$ cat config.mk
export PLATFORM = sky130hd
export DESIGN_NAME = clk_div_gen
export DESIGN_NICKNAME = d
export VERILOG_FILES = /design/src/rtl/clk_div_pkg.sv /design/src/rtl/clk_div_cnt.sv /design/src/rtl/clk_div_gen.sv
export SDC_FILE = /design/constraint.sdc
export NUM_CORES = 1
export LEC_CHECK = 0
export CAP_MARGIN = 20
export CORE_UTILIZATION = 50
export DETAILED_ROUTE_END_ITERATION = 8
export GPL_ROUTABILITY_DRIVEN = 0
export GPL_TIMING_DRIVEN = 0
export HOLD_SLACK_MARGIN = 0.03
export PLACE_DENSITY_LB_ADDON = 0.1
export SKIP_LAST_GASP = 1
export SYNTH_ARGS = -nofsm -noshare
export SYNTH_HDL_FRONTEND = slang
export SYNTH_HIERARCHICAL = 1
export SYNTH_SLANG_ARGS = --single-unit
$ cat constraint.sdc
create_clock -name clk -period 8.1 [get_ports clk]
set_input_delay 0.81 -clock clk [delete_from_list [all_inputs] [get_ports clk]]
set_output_delay 0.81 -clock clk [all_outputs]
set_load 0.005 [all_outputs]
$ cat src/rtl/clk_div_pkg.sv
// Shared types and helpers for the programmable clock divider.
//
// Contents:
//   state_e       - run-control FSM states (idle, running, finishing last period)
//   MIN_DIV       - smallest divisor the counter can honour
//   clamp_div     - raises an out-of-range divisor to MIN_DIV
//   div_too_small - flags a divisor that needed clamping
package clk_div_pkg;

  typedef enum logic [1:0] {
    StIdle     = 2'd0,
    StRun      = 2'd1,
    StStopping = 2'd2
  } state_e;

  // A divided clock needs at least one high and one low source cycle.
  localparam int unsigned MIN_DIV = 2;

  function automatic int unsigned clamp_div(input int unsigned val);
    return (val < MIN_DIV) ? MIN_DIV : val;
  endfunction

  function automatic logic div_too_small(input int unsigned val);
    return val < MIN_DIV;
  endfunction

endpackage

$ cat src/rtl/clk_div_cnt.sv
// Period counter for the clock divider.
//
// Counts 0..N-1 while the generator is active and produces registered clk_out and tick values
// for the state the generator will be in after the current edge.
//
// Ports:
//   clk_i       source clock
//   rst_ni      asynchronous active-low reset
//   cnt_en_i    generator is active this cycle (counter advances from its current value)
//   run_i       generator will be active after this edge (counter and outputs live)
//   div_i       divisor in force this cycle
//   div_next_i  divisor in force after this edge
//   wrap_o      counter is at the last cycle of the period (cnt == div_i - 1)
//   clk_out_o   registered divided clock
//   tick_o      registered last-cycle-of-period strobe
module clk_div_cnt
  import clk_div_pkg::*;
#(
  parameter int unsigned CNT_W = 16
) (
  input  logic             clk_i,
  input  logic             rst_ni,
  input  logic             cnt_en_i,
  input  logic             run_i,
  input  logic [CNT_W-1:0] div_i,
  input  logic [CNT_W-1:0] div_next_i,
  output logic             wrap_o,
  output logic             clk_out_o,
  output logic             tick_o
);

  logic [CNT_W-1:0] cnt_q, cnt_d;
  logic             clk_out_q, clk_out_d;
  logic             tick_q, tick_d;
  logic [CNT_W-1:0] last_cnt;
  logic [CNT_W-1:0] next_last_cnt;
  logic [CNT_W-1:0] next_half;

  assign last_cnt      = div_i - CNT_W'(1);
  assign next_last_cnt = div_next_i - CNT_W'(1);
  assign next_half     = div_next_i >> 1;
  assign wrap_o        = (cnt_q == last_cnt);

  always_comb begin
    cnt_d     = '0;
    clk_out_d = 1'b0;
    tick_d    = 1'b0;
    // Entering the running states starts a fresh period at zero; leaving them parks at zero.
    if (run_i && cnt_en_i && !wrap_o) begin
      cnt_d = cnt_q + CNT_W'(1);
    end
    if (run_i) begin
      // Outputs are computed against the divisor that will be active, so a divisor change
      // at the wrap takes effect from the very first cycle of the new period.
      clk_out_d = (cnt_d < next_half);
      tick_d    = (cnt_d == next_last_cnt);
    end
  end

  always_ff @(posedge clk_i or negedge rst_ni) begin
    if (!rst_ni) begin
      cnt_q     <= '0;
      clk_out_q <= 1'b0;
      tick_q    <= 1'b0;
    end else begin
      cnt_q     <= cnt_d;
      clk_out_q <= clk_out_d;
      tick_q    <= tick_d;
    end
  end

  assign clk_out_o = clk_out_q;
  assign tick_o    = tick_q;

endmodule

$ cat src/rtl/clk_div_gen.sv
// Programmable glitch-free clock divider with period strobe.
//
// Derives clk_out (period N source cycles, N/2 high then N-N/2 low) and a one-cycle tick on the
// last cycle of each period. A newly loaded divisor is held pending and applied only at a period
// boundary (or immediately while idle), so clk_out never produces a short pulse.
//
// Optional feature: define CLK_DIV_STATS_EN to add period_cnt, a saturating count of completed
// divided periods that clears whenever the generator returns to idle.
//
// Ports:
//   clk         source clock
//   rst_n       asynchronous active-low reset
//   en          run request (level)
//   div_val     new divisor, captured when div_load is high
//   div_load    load request for div_val
//   div_ack     one-cycle pulse when the pending divisor becomes active
//   clk_out     divided clock
//   tick        high for the last source cycle of each divided period
//   busy        generator running or finishing its last period
//   div_err     sticky flag: a divisor below 2 was loaded and clamped
//   period_cnt  (CLK_DIV_STATS_EN only) completed divided periods
module clk_div_gen
  import clk_div_pkg::*;
#(
  parameter int unsigned CNT_W   = 16,
  parameter int unsigned DEF_DIV = 4
) (
  input  logic             clk,
  input  logic             rst_n,
  input  logic             en,
  input  logic [CNT_W-1:0] div_val,
  input  logic             div_load,
  output logic             div_ack,
  output logic             clk_out,
  output logic             tick,
  output logic             busy,
  output logic             div_err
`ifdef CLK_DIV_STATS_EN
  ,
  output logic [31:0]      period_cnt
`endif
);

  state_e           state_q, state_d;
  logic [CNT_W-1:0] div_q, div_d;
  logic [CNT_W-1:0] pend_q, pend_d;
  logic             pend_vld_q, pend_vld_d;
  logic             div_ack_q, div_ack_d;
  logic             busy_q, busy_d;
  logic             div_err_q, div_err_d;

  logic             wrap;
  logic             active_now;
  logic             active_next;
  logic             apply;
  logic [CNT_W-1:0] load_val;
  logic             load_bad;

  assign active_now  = (state_q != StIdle);
  assign active_next = (state_d != StIdle);

  // Run-control FSM.
  always_comb begin
    state_d = state_q;
    unique case (state_q)
      StIdle: begin
        if (en) state_d = StRun;
      end
      StRun: begin
        if (!en) state_d = StStopping;
      end
      StStopping: begin
        if (en) begin
          state_d = StRun;
        end else if (wrap) begin
          state_d = StIdle;
        end
      end
      default: state_d = StIdle;
    endcase
  end

  assign load_val = CNT_W'(clamp_div(32'(div_val)));
  assign load_bad = div_too_small(32'(div_val));

  // Divisor handling. A load sampled on the wrap edge lands in pend_q on that same edge and is
  // therefore only seen by the following wrap.
  always_comb begin
    apply      = pend_vld_q && (!active_now || wrap);
    div_d      = apply ? pend_q : div_q;
    div_ack_d  = apply;
    pend_d     = pend_q;
    pend_vld_d = pend_vld_q;
    if (div_load) begin
      // Last load wins; only one ack is issued when the survivor is applied.
      pend_d     = load_val;
      pend_vld_d = 1'b1;
    end else if (apply) begin
      pend_vld_d = 1'b0;
    end
    div_err_d = div_err_q | (div_load & load_bad);
    busy_d    = active_next;
  end

  always_ff @(posedge clk or negedge rst_n) begin
    if (!rst_n) begin
      state_q    <= StIdle;
      div_q      <= CNT_W'(DEF_DIV);
      pend_q     <= '0;
      pend_vld_q <= 1'b0;
      div_ack_q  <= 1'b0;
      busy_q     <= 1'b0;
      div_err_q  <= 1'b0;
    end else begin
      state_q    <= state_d;
      div_q      <= div_d;
      pend_q     <= pend_d;
      pend_vld_q <= pend_vld_d;
      div_ack_q  <= div_ack_d;
      busy_q     <= busy_d;
      div_err_q  <= div_err_d;
    end
  end

  clk_div_cnt #(
    .CNT_W (CNT_W)
  ) u_cnt (
    .clk_i      (clk),
    .rst_ni     (rst_n),
    .cnt_en_i   (active_now),
    .run_i      (active_next),
    .div_i      (div_q),
    .div_next_i (div_d),
    .wrap_o     (wrap),
    .clk_out_o  (clk_out),
    .tick_o     (tick)
  );

  assign div_ack = div_ack_q;
  assign busy    = busy_q;
  assign div_err = div_err_q;

`ifdef CLK_DIV_STATS_EN
  logic [31:0] period_cnt_q, period_cnt_d;

  // A period completes on its wrap edge; returning to idle clears the count.
  always_comb begin
    period_cnt_d = period_cnt_q;
    if (active_now && !active_next) begin
      period_cnt_d = '0;
    end else if (active_now && wrap && (period_cnt_q != 32'hFFFF_FFFF)) begin
      period_cnt_d = period_cnt_q + 32'd1;
    end
  end

  always_ff @(posedge clk or negedge rst_n) begin
    if (!rst_n) begin
      period_cnt_q <= '0;
    end else begin
      period_cnt_q <= period_cnt_d;
    end
  end

  assign period_cnt = period_cnt_q;
`endif

endmodule
==> results of run 1 <==
==> power by group <==
part	internal [W]	switching (W)	leakage, nW
clock network	0.0000937	0.0000984	0.0558
logic	0.000154	0.000194	1.11
registers	0.000314	0.0000428	0.694
==> area by class of cell <==
type	count	area share [%]
buffer	11	1.437
clock buffer	6	1.634
clock inverter	2	0.8735
inverter	30	2.536
multi-input combinational	314	53.54
sequential	56	31.59
tap	102	2.874
timing repair buffer	24	5.523
==> worst max path at each step <==
stage             start           end  slack [ps]
2_1_floorplan  div_q[3]  u_cnt/tick_o        2410
3_3_place_gp   div_q[3]  u_cnt/tick_o        1450
5_1_grt        div_q[3]  u_cnt/tick_o         950
4_1_cts        div_q[3]  u_cnt/tick_o        1410
6_report       div_q[3]  u_cnt/tick_o        1240
3_5_place_dp   div_q[3]  u_cnt/tick_o        1440
==> cell usage in the layout (no fill, tap or decap), types with 3 or more instances in the layout <==
cell type | netlist | routed
a211oi_1 | 3 | 3
a21o_1 | 6 | 6
a21oi_1 | 14 | 14
and2_1 | 6 | 6
and3_1 | 7 | 7
and4_1 | 4 | 4
buf_2 | 4 | 5
clkbuf_1 | 5 | 6
clkbuf_8 | 0 | 5
clkdlybuf4s50_1 | 0 | 22
dfrtp_1 | 55 | 55
ha_1 | 15 | 15
inv_1 | 30 | 30
mux2_2 | 21 | 21
mux2_4 | 9 | 9
nand2_1 | 16 | 16
nand2b_1 | 3 | 3
nand3_1 | 12 | 12
nand4_1 | 15 | 15
nor2_1 | 32 | 32
nor2b_1 | 6 | 6
nor3_1 | 10 | 10
nor3b_1 | 4 | 4
nor4_1 | 13 | 13
o211ai_1 | 6 | 6
o21ai_0 | 8 | 8
o21bai_1 | 3 | 3
o22ai_1 | 4 | 4
o31a_1 | 3 | 3
o31ai_1 | 3 | 3
or3_1 | 6 | 6
or4_1 | 4 | 4
xnor2_1 | 24 | 24
xor2_1 | 16 | 16
==> critical path: stages (launching register included) <==
cell	delay [ps]
dfrtp_1	470
or4_1	540
buf_2	180
or3_4	370
o31a_1	330
or4b_2	680
nor4_1	780
o21ai_4	270
mux2_2	420
inv_1	80
ha_1	170
nor3b_1	810
a21oi_1	190
or2_2	350
a2111oi_0	460
o2111a_1	260
o211ai_1	100
nor4b_2	280
==> state kept, by name (all words and copies together), names as in the netlist <==
register,cells
u_cnt/cnt_q,16
pend_q,16
u_cnt/tick_o,1
pend_vld_q,1
div_q,16
div_err,1
state_q,2
div_ack,1
busy,1
u_cnt/clk_out_o,1
==> cells by family after synthesis <==
| logic type | count (synthesis) | synth area share, % |
|---|---|---|
| and+or+nand+nor | 156 | 22.93 |
| adders and majority gates | 17 | 5.250 |
| muxes | 31 | 9.646 |
| xor gates and xnor gates | 41 | 9.424 |
| buffers and inverters | 41 | 4.459 |
| DFF | 56 | 35.45 |
| AOI/OAI and AO/OA | 69 | 12.84 |
==> per-stage QoR <==
stage / instances / total power (W) / setup slack [ps] / hold slack [ps] / cell area (um^2)
4_1_cts: 545 / 0.0008955 / 1408 / 464.0 / 4441
3_5_place_dp: 537 / 0.0007040 / 1444 / 451.0 / 4329
3_3_place_gp: 536 / 0.0006951 / 1455 / 438.7 / 4314
6_report: 545 / 0.0008963 / 1237 / 453.1 / 4441
2_1_floorplan: 411 / 0.0006059 / 2410 / 451.0 / 3956
5_1_grt: 545 / 0.0009502 / 948.3 / 489.3 / 4441
==> layer usage <==
metal  vias up  routed length [um]  track usage (%)
met5         -                   0                0
met4         0                 303            10.58
met3        23                 606            3.434
met2       119                4605            41.16
met1      1558                4590            36.37
li1       1568                   -                -
==> run metrics, run 1 <==
# rows=32; Via density=5.996; Worst Reg-to-Reg Cells=17; Register-to-Register Setup Slack=1240 ps; maximum vdd drop=approximately 0.11 mV; CP Class=reg2reg; Syn Nets=446; worst reg2reg path startpoint=div_q[3]; largest net degree at the start of global routing=37; DIE HEIGHT=90.95 um; cts repair resizes=0; die width=slightly above 90 um; worst-path fanout max=9; Initial Utilization=between 50 and 60%; crit start category=flip-flop; Slew HR=between 30% and 40%; Final min period=about 7000 ps; Hold Fails Final Rpt=0; measured slew at the worst slew-check pin=1006 ps; fin util=57.76%; drt total wl=between 10000 and 15000 um; sequential cell area fraction in the yosys report=35.45%; post-synthesis cell type count=66; Port-buffer cells=23; setup TNS=0 ps; fill count=694; Post-CTS Setup Inserts=0; DP HPWL=8024 um; Seq cells post-synth=56; first drt pass iteration count=5; die area=about 8300 um^2; CTS buffer count=5; RSZ-0062 raised after global routing=no; layout cell share with drive strength beyond 1=13.77%; Setup Skew=between 7 and 8 ps; area of the multi-input gates=about 2400 um^2; CTS Buffer Depth=2; count of pins over their slew limit=0; initial antenna violation count=0; CTS Sinks=56; Synth warnings=6; CTS tree=built; Worst-Skew Late Latency=about 320 ps; Post-layout nets=477; CTS H-tree depth=2; async set or reset register ratio after synthesis=100.0%; setup violators final=0; DRC=0; Post-CTS Hold Fix Bufs=0; Worst Path Required=8330 ps; Post-synth EDFFs=0; Synth area leaders=dfrtp_1 (35%), mux2_2 (6.0%), xnor2_1 (5.3%); GRT Overall Usage=a little over a quarter; DR vias=around 3300; Main synth FF type=dfrtp_1; GRT Residual Overflow=0; first-pass GRT wire length=16620 um; Max-Cap Viols=0; register area=~1400 um^2; drt initial violations=roughly 280; Leak=roughly 1.9 nW; area delta synth->final=12.24%; Cell Pwr Density=about 200 nW/um^2; remaining antenna violation count=0; WL per Instance=around 19 um; vias in the first global route=3223; I/O pin cnt=25; Mapped Cells=411; Worst EP arrival=between 7000 and 8000 ps; most common cell in the netlist=dfrtp_1; Worst-path clk slew=around 110 ps; CTS root buf=clkbuf_8; commonest cells in the netlist=dfrtp_1 (55), nor2_1 (32), inv_1 (30); hold crit path type=in2async; fmax=145.7 MHz; Mapped Area=a little under 4000 um^2; diode count=0; Tcrit/Tclk final=between 80% and 90%; Yosys top cell by area=dfrtp_1; core area=around 7700 um^2; outcome=completed; Worst setup EP type=flip-flop; Avg Inst Size Synth=9.626 um^2; Synth top area share=around a third; reg-to-reg endpoint=u_cnt/tick_o
Power figures use the tool's default switching activity.
==> inputs of run 2 (changes only) <==
clock period = 6.3 ns   (was 8.1 ns; I/O delays follow)
==> run 2 against run 1 <==
Effect of this change:
- non-clock buffer count unchanged
- sequential power is 29% higher
- cell count unchanged
- largest cell class unchanged
==> run metrics, run 2 (synthesis results as in run 1) <==
Worst Path Required=around 6500 ps; Slew HR=about a third; CTS Sinks=56; core area=7687 um^2; GRT Residual Overflow=0; worst reg2reg path startpoint=div_q[3]; setup violators final=0; Leak=about 1.9 nW; area of the multi-input gates=~2400 um^2; Worst-Skew Late Latency=around 320 ps; CTS root buf=clkbuf_8; register area=1403 um^2; power share of the combinational group=a little under 40%; Port-buffer cells=23; maximum vdd drop=approximately 0.14 mV; drt initial violations=roughly 260; Place WS=-355.8 ps; die width=90.95 um; initial antenna violation count=0; slowest CP cell=or4b_2; # rows=32; setup TNS=0 ps; DP HPWL=~8000 um; diode count=0; CP Class=reg2reg; fill count=692; measured slew at the worst slew-check pin=about 970 ps; Hold Fails Final Rpt=0; DRC=0; Via density=between 5 and 6; area delta synth->final=12.75%; Worst EP arrival=between 6000 and 7000 ps; worst-path cell chain=or4_1, buf_2, or3_4, o31a_1, or4b_2, nor4_4, o21ai_4, mux2_2, inv_1, ha_1, nor3b_2, nand4_1, xnor2_1, and2_1, a2111oi_0, o2111a_1, o211ai_1, nor4b_2; I/O pin cnt=25; CTS Buffer Depth=2; CTS tree=built; Setup Skew=4.177 ps; Worst setup EP type=flip-flop; Post-layout nets=477; RSZ-0062 raised after global routing=no; crit start category=flip-flop; DIE HEIGHT=about 91 um; largest net degree at the start of global routing=37; CTS buffer count=5; Cell Pwr Density=between 200 and 300 nW/um^2; drt total wl=10120 um; first-pass GRT wire length=between 15000 and 20000 um; fin util=58.02%; Final Hold Slack=266.7 ps; Clk pwr share=a little over a fifth; count of pins over their slew limit=0; remaining antenna violation count=0; DR vias=around 3300; first drt pass iteration count=5; P_sw=0.0004345 W; Post-CTS Hold Fix Bufs=0; Tcrit/Tclk final=95.58%; final worst setup slack=278.3 ps; switching fraction of total power=between 30% and 40%; Tot Pwr=around 0.0012 W; CP peak stage delay=a little over 700 ps; Int Pwr=~0.00072 W; Worst-path clk slew=~110 ps; die area=just over 8000 um^2; commonest non-fill, non-tap cell in the layout=dfrtp_1; WL per Instance=around 19 um; CTS H-tree depth=2; commonest cells after routing, fill and taps aside=dfrtp_1 (55), nor2_1 (32), inv_1 (30); outcome=completed; sequential power share=39.7%; Initial Utilization=51.46%; GRT Overall Usage=a little over a quarter; top flop regs=div_q (16), pend_q (16), u_cnt/cnt_q (16); fmax=166.1 MHz; Final min period=between 6000 and 7000 ps; hold crit path type=in2async; Max-Cap Viols=0; worst-path fanout max=9; layout cell share with drive strength beyond 1=around 14%; Worst Setup SP=div_q[3]; vias in the first global route=about 3200
run 2: cell counts in the layout (fill, tap and decap cells not counted):
No cell type changed its count.
run 2: final cells by class:
cell class,instances,area share (%)
multi-input combinational,314,53.74
sequential,56,31.44
timing repair buffer,24,5.498
tap,102,2.861
inverter,30,2.525
clock buffer,6,1.627
buffer,11,1.431
clock inverter,2,0.8696
run 2: power groups by stage:
stage                     logic [W]  registers [W]  clock network, W
after floorplan            0.000331       0.000448                 0
after global placement     0.000429       0.000465                 0
after detailed placement   0.000438       0.000467                 0
after CTS                  0.000443       0.000460          0.000250
after global routing       0.000494       0.000468          0.000263
final                      0.000451       0.000459          0.000247
run 2: path summary, 6_finish.rpt:
check,to,slack [ps],depth (start not counted)
worst max-delay path,u_cnt/tick_o,280,18
worst min-delay path,u_cnt/cnt_q[0],270,1
worst max register to register,u_cnt/tick_o,280,18
worst min register to register,div_err,470,1
max in group asynchronous,div_q[2],5390,2
min in group clk,div_err,470,1
run 2: timing repair:
item | CTS | global route
resized for setup | 2 | 1
setup buffers | 0 | 0
endpoints found under the setup margin | 1 | 2
run 2: stage by stage:
step | instance area (um^2) | cells
finish | 4461 | 545
global route | 4461 | 545
CTS | 4452 | 545
detailed placement | 4329 | 537
global placement | 4314 | 536
floorplan | 3956 | 411
run 2: critical path, delay by kind of cell (launching register included):
kind | cells | cell delay [ps]
muxes | 1 | 400
DFF | 1 | 480
adders and majority gates | 1 | 170
buffers and inverters | 2 | 260
AOI/OAI and AO/OA | 5 | 1320
xor gates and xnor gates | 1 | 190
and+or+nand+nor | 8 | 3100
run 2: layer usage:
| metal | vias up | global-route usage [%] | part of all wire, % |
|---|---|---|---|
| li1 | 1571 | - | - |
| met1 | 1561 | 36.59 | 48 |
| met2 | 108 | 41.16 | 45 |
| met3 | 23 | 3.434 | 4.4 |
| met4 | 0 | 10.58 | 2.9 |
| met5 | - | 0 | 0 |
==> inputs of run 3 (changes only) <==
SLEW_MARGIN = 20   (was not set)
==> run 3 against run 2 <==
Effect of this change:
- clock-buffer cell count stayed put
- sequential cell count is the same
- first-iteration DRC count fell by 9.5%
- critical path depth is the same
- highest routed layer unchanged
==> run metrics, run 3 (synthesis results as in run 1) <==
CTS Sinks=56; cts repair resizes=2; Leak=1.868 nW; Tot Pwr=about 0.0012 W; DIE HEIGHT=a little over 90 um; dpl cells=~540; measured slew at the worst slew-check pin=875.8 ps; Worst EP arrival=between 6000 and 7000 ps; WL per Instance=~19 um; CTS H-tree depth=2; Initial Utilization=between 50% and 60%; area delta synth->final=12.59%; die area=between 8000 and 9000 um^2; crit start category=flip-flop; outcome=completed; Port-buffer cells=23; initial antenna violation count=0; RSZ-0062 raised after global routing=no; I/O pin cnt=25; post-route insts no fill=544; Post-CTS Setup Inserts=0; setup violators final=0; first drt pass iteration count=5; Worst-path clk slew=between 100 and 150 ps; Cell Pwr Density=259.9 nW/um^2; CP Class=reg2reg; diode count=0; top flop regs=div_q (16), pend_q (16), u_cnt/cnt_q (16); layout cell share with drive strength beyond 1=around 14%; vias in the first global route=3188; Via density=just under 6; hold crit path type=in2async; Final min period=a little under 6000 ps; GRT Residual Overflow=0; maximum vdd drop=around 0.16 mV; Post-layout nets=~480; Hold Fails Final Rpt=0; DRC=0; first-pass GRT wire length=16730 um; slowest CP cell=or4b_2; worst-path cell chain=or4_1, buf_2, or3_4, o31a_1, or4b_2, nor4_4, o21ai_4, mux2_2, inv_1, ha_1, nor3b_4, nand4_1, xnor2_1, and2_1, a2111oi_0, o2111a_1, o211ai_1, nor4b_2; CTS root buf=clkbuf_8; Max-Cap Viols=0; worst-path fanout max=9; Area after DPL=about 4300 um^2; CTS Buffer Depth=2; CTS tree=built; Worst-Skew Late Latency=between 300 and 400 ps; drt total wl=a little over 10000 um; drt initial violations=around 240; die width=approximately 91 um; fmax=~170 MHz; commonest cells after routing, fill and taps aside=dfrtp_1 (55), nor2_1 (32), inv_1 (30); GRT Overall Usage=between 20% and 30%; Worst setup EP type=flip-flop; DP HPWL=around 8000 um; Post-CTS Hold Fix Bufs=0; design area=between 4000 and 5000 um^2; fin util=between 50 and 60%; final worst setup slack=411.6 ps; Setup Skew=7.348 ps; DR vias=roughly 3200; commonest non-fill, non-tap cell in the layout=dfrtp_1; Worst Path Required=between 6000 and 7000 ps; core area=roughly 7700 um^2; # rows=32; remaining antenna violation count=0; Tcrit/Tclk final=93.47%; CP peak stage delay=just over 700 ps; Place WS=-357.9 ps; largest net degree at the start of global routing=57; CTS buffer count=5; Slew HR=slightly above 40%; count of pins over their slew limit=0
run 3: cell types whose count changed in the layout (fill, tap and decap cells not counted), sizes merged:
| cell | delta |
|---|---|
| buf | -1 |
run 3: per-layer routing:
metal  wire length (um)  vias to the layer above  track usage, %  share of wire [%]
met4                231                        0           8.201                2.3
met1               4837                     1573           37.74                 48
li1                   -                     1569               -                  -
met5                  0                        -               0                  0
met3                388                       19           2.764                3.8
met2               4690                       79           41.60                 46
run 3: worst max-delay path: cells and delay by family, from the launching register on:
| family | cells | cell delay, ps |
|---|---|---|
| buffers and inverters | 2 | 260 |
| AOI/OAI and AO/OA | 5 | 1340 |
| muxes | 1 | 400 |
| adders and majority gates | 1 | 180 |
| DFF | 1 | 480 |
| xor gates and xnor gates | 1 | 190 |
| and+or+nand+nor | 8 | 2950 |
run 3: worst paths after layout:
path	startpoint	end	slack (ps)	depth (start not counted)
max in group asynchronous	rst_n	div_q[15]	5450	1
setup reg to reg	div_q[3]	u_cnt/tick_o	410	18
hold / removal	rst_n	u_cnt/cnt_q[1]	350	1
min in group clk	div_err	div_err	470	1
setup / recovery	div_q[3]	u_cnt/tick_o	410	18
hold reg to reg	div_err	div_err	470	1
run 3: final cells by class:
class	instances	area, um^2
fillers	710	3233
multi-input cells	314	2409
flip-flops and latches	56	1403
repair buffers	23	227.7
well taps	102	127.6
inverters	30	112.6
clock buffers	6	72.57
plain buffers	11	63.81
clock inverters	2	38.79
run 3: through the flow:
stage	hold WS [ps]	TNS, ps
2_1_floorplan	334.4	0
5_1_grt	421.2	0
4_1_cts	391.9	0
6_report	352.4	0
3_5_place_dp	450.8	-357.9
3_3_place_gp	438.7	-345.4
run 3: where the power goes:
part	internal (W)	switching, W	total (W)
sequential	0.000404	0.0000552	0.000459
clock	0.000120	0.000125	0.000246
combinational	0.000199	0.000254	0.000453
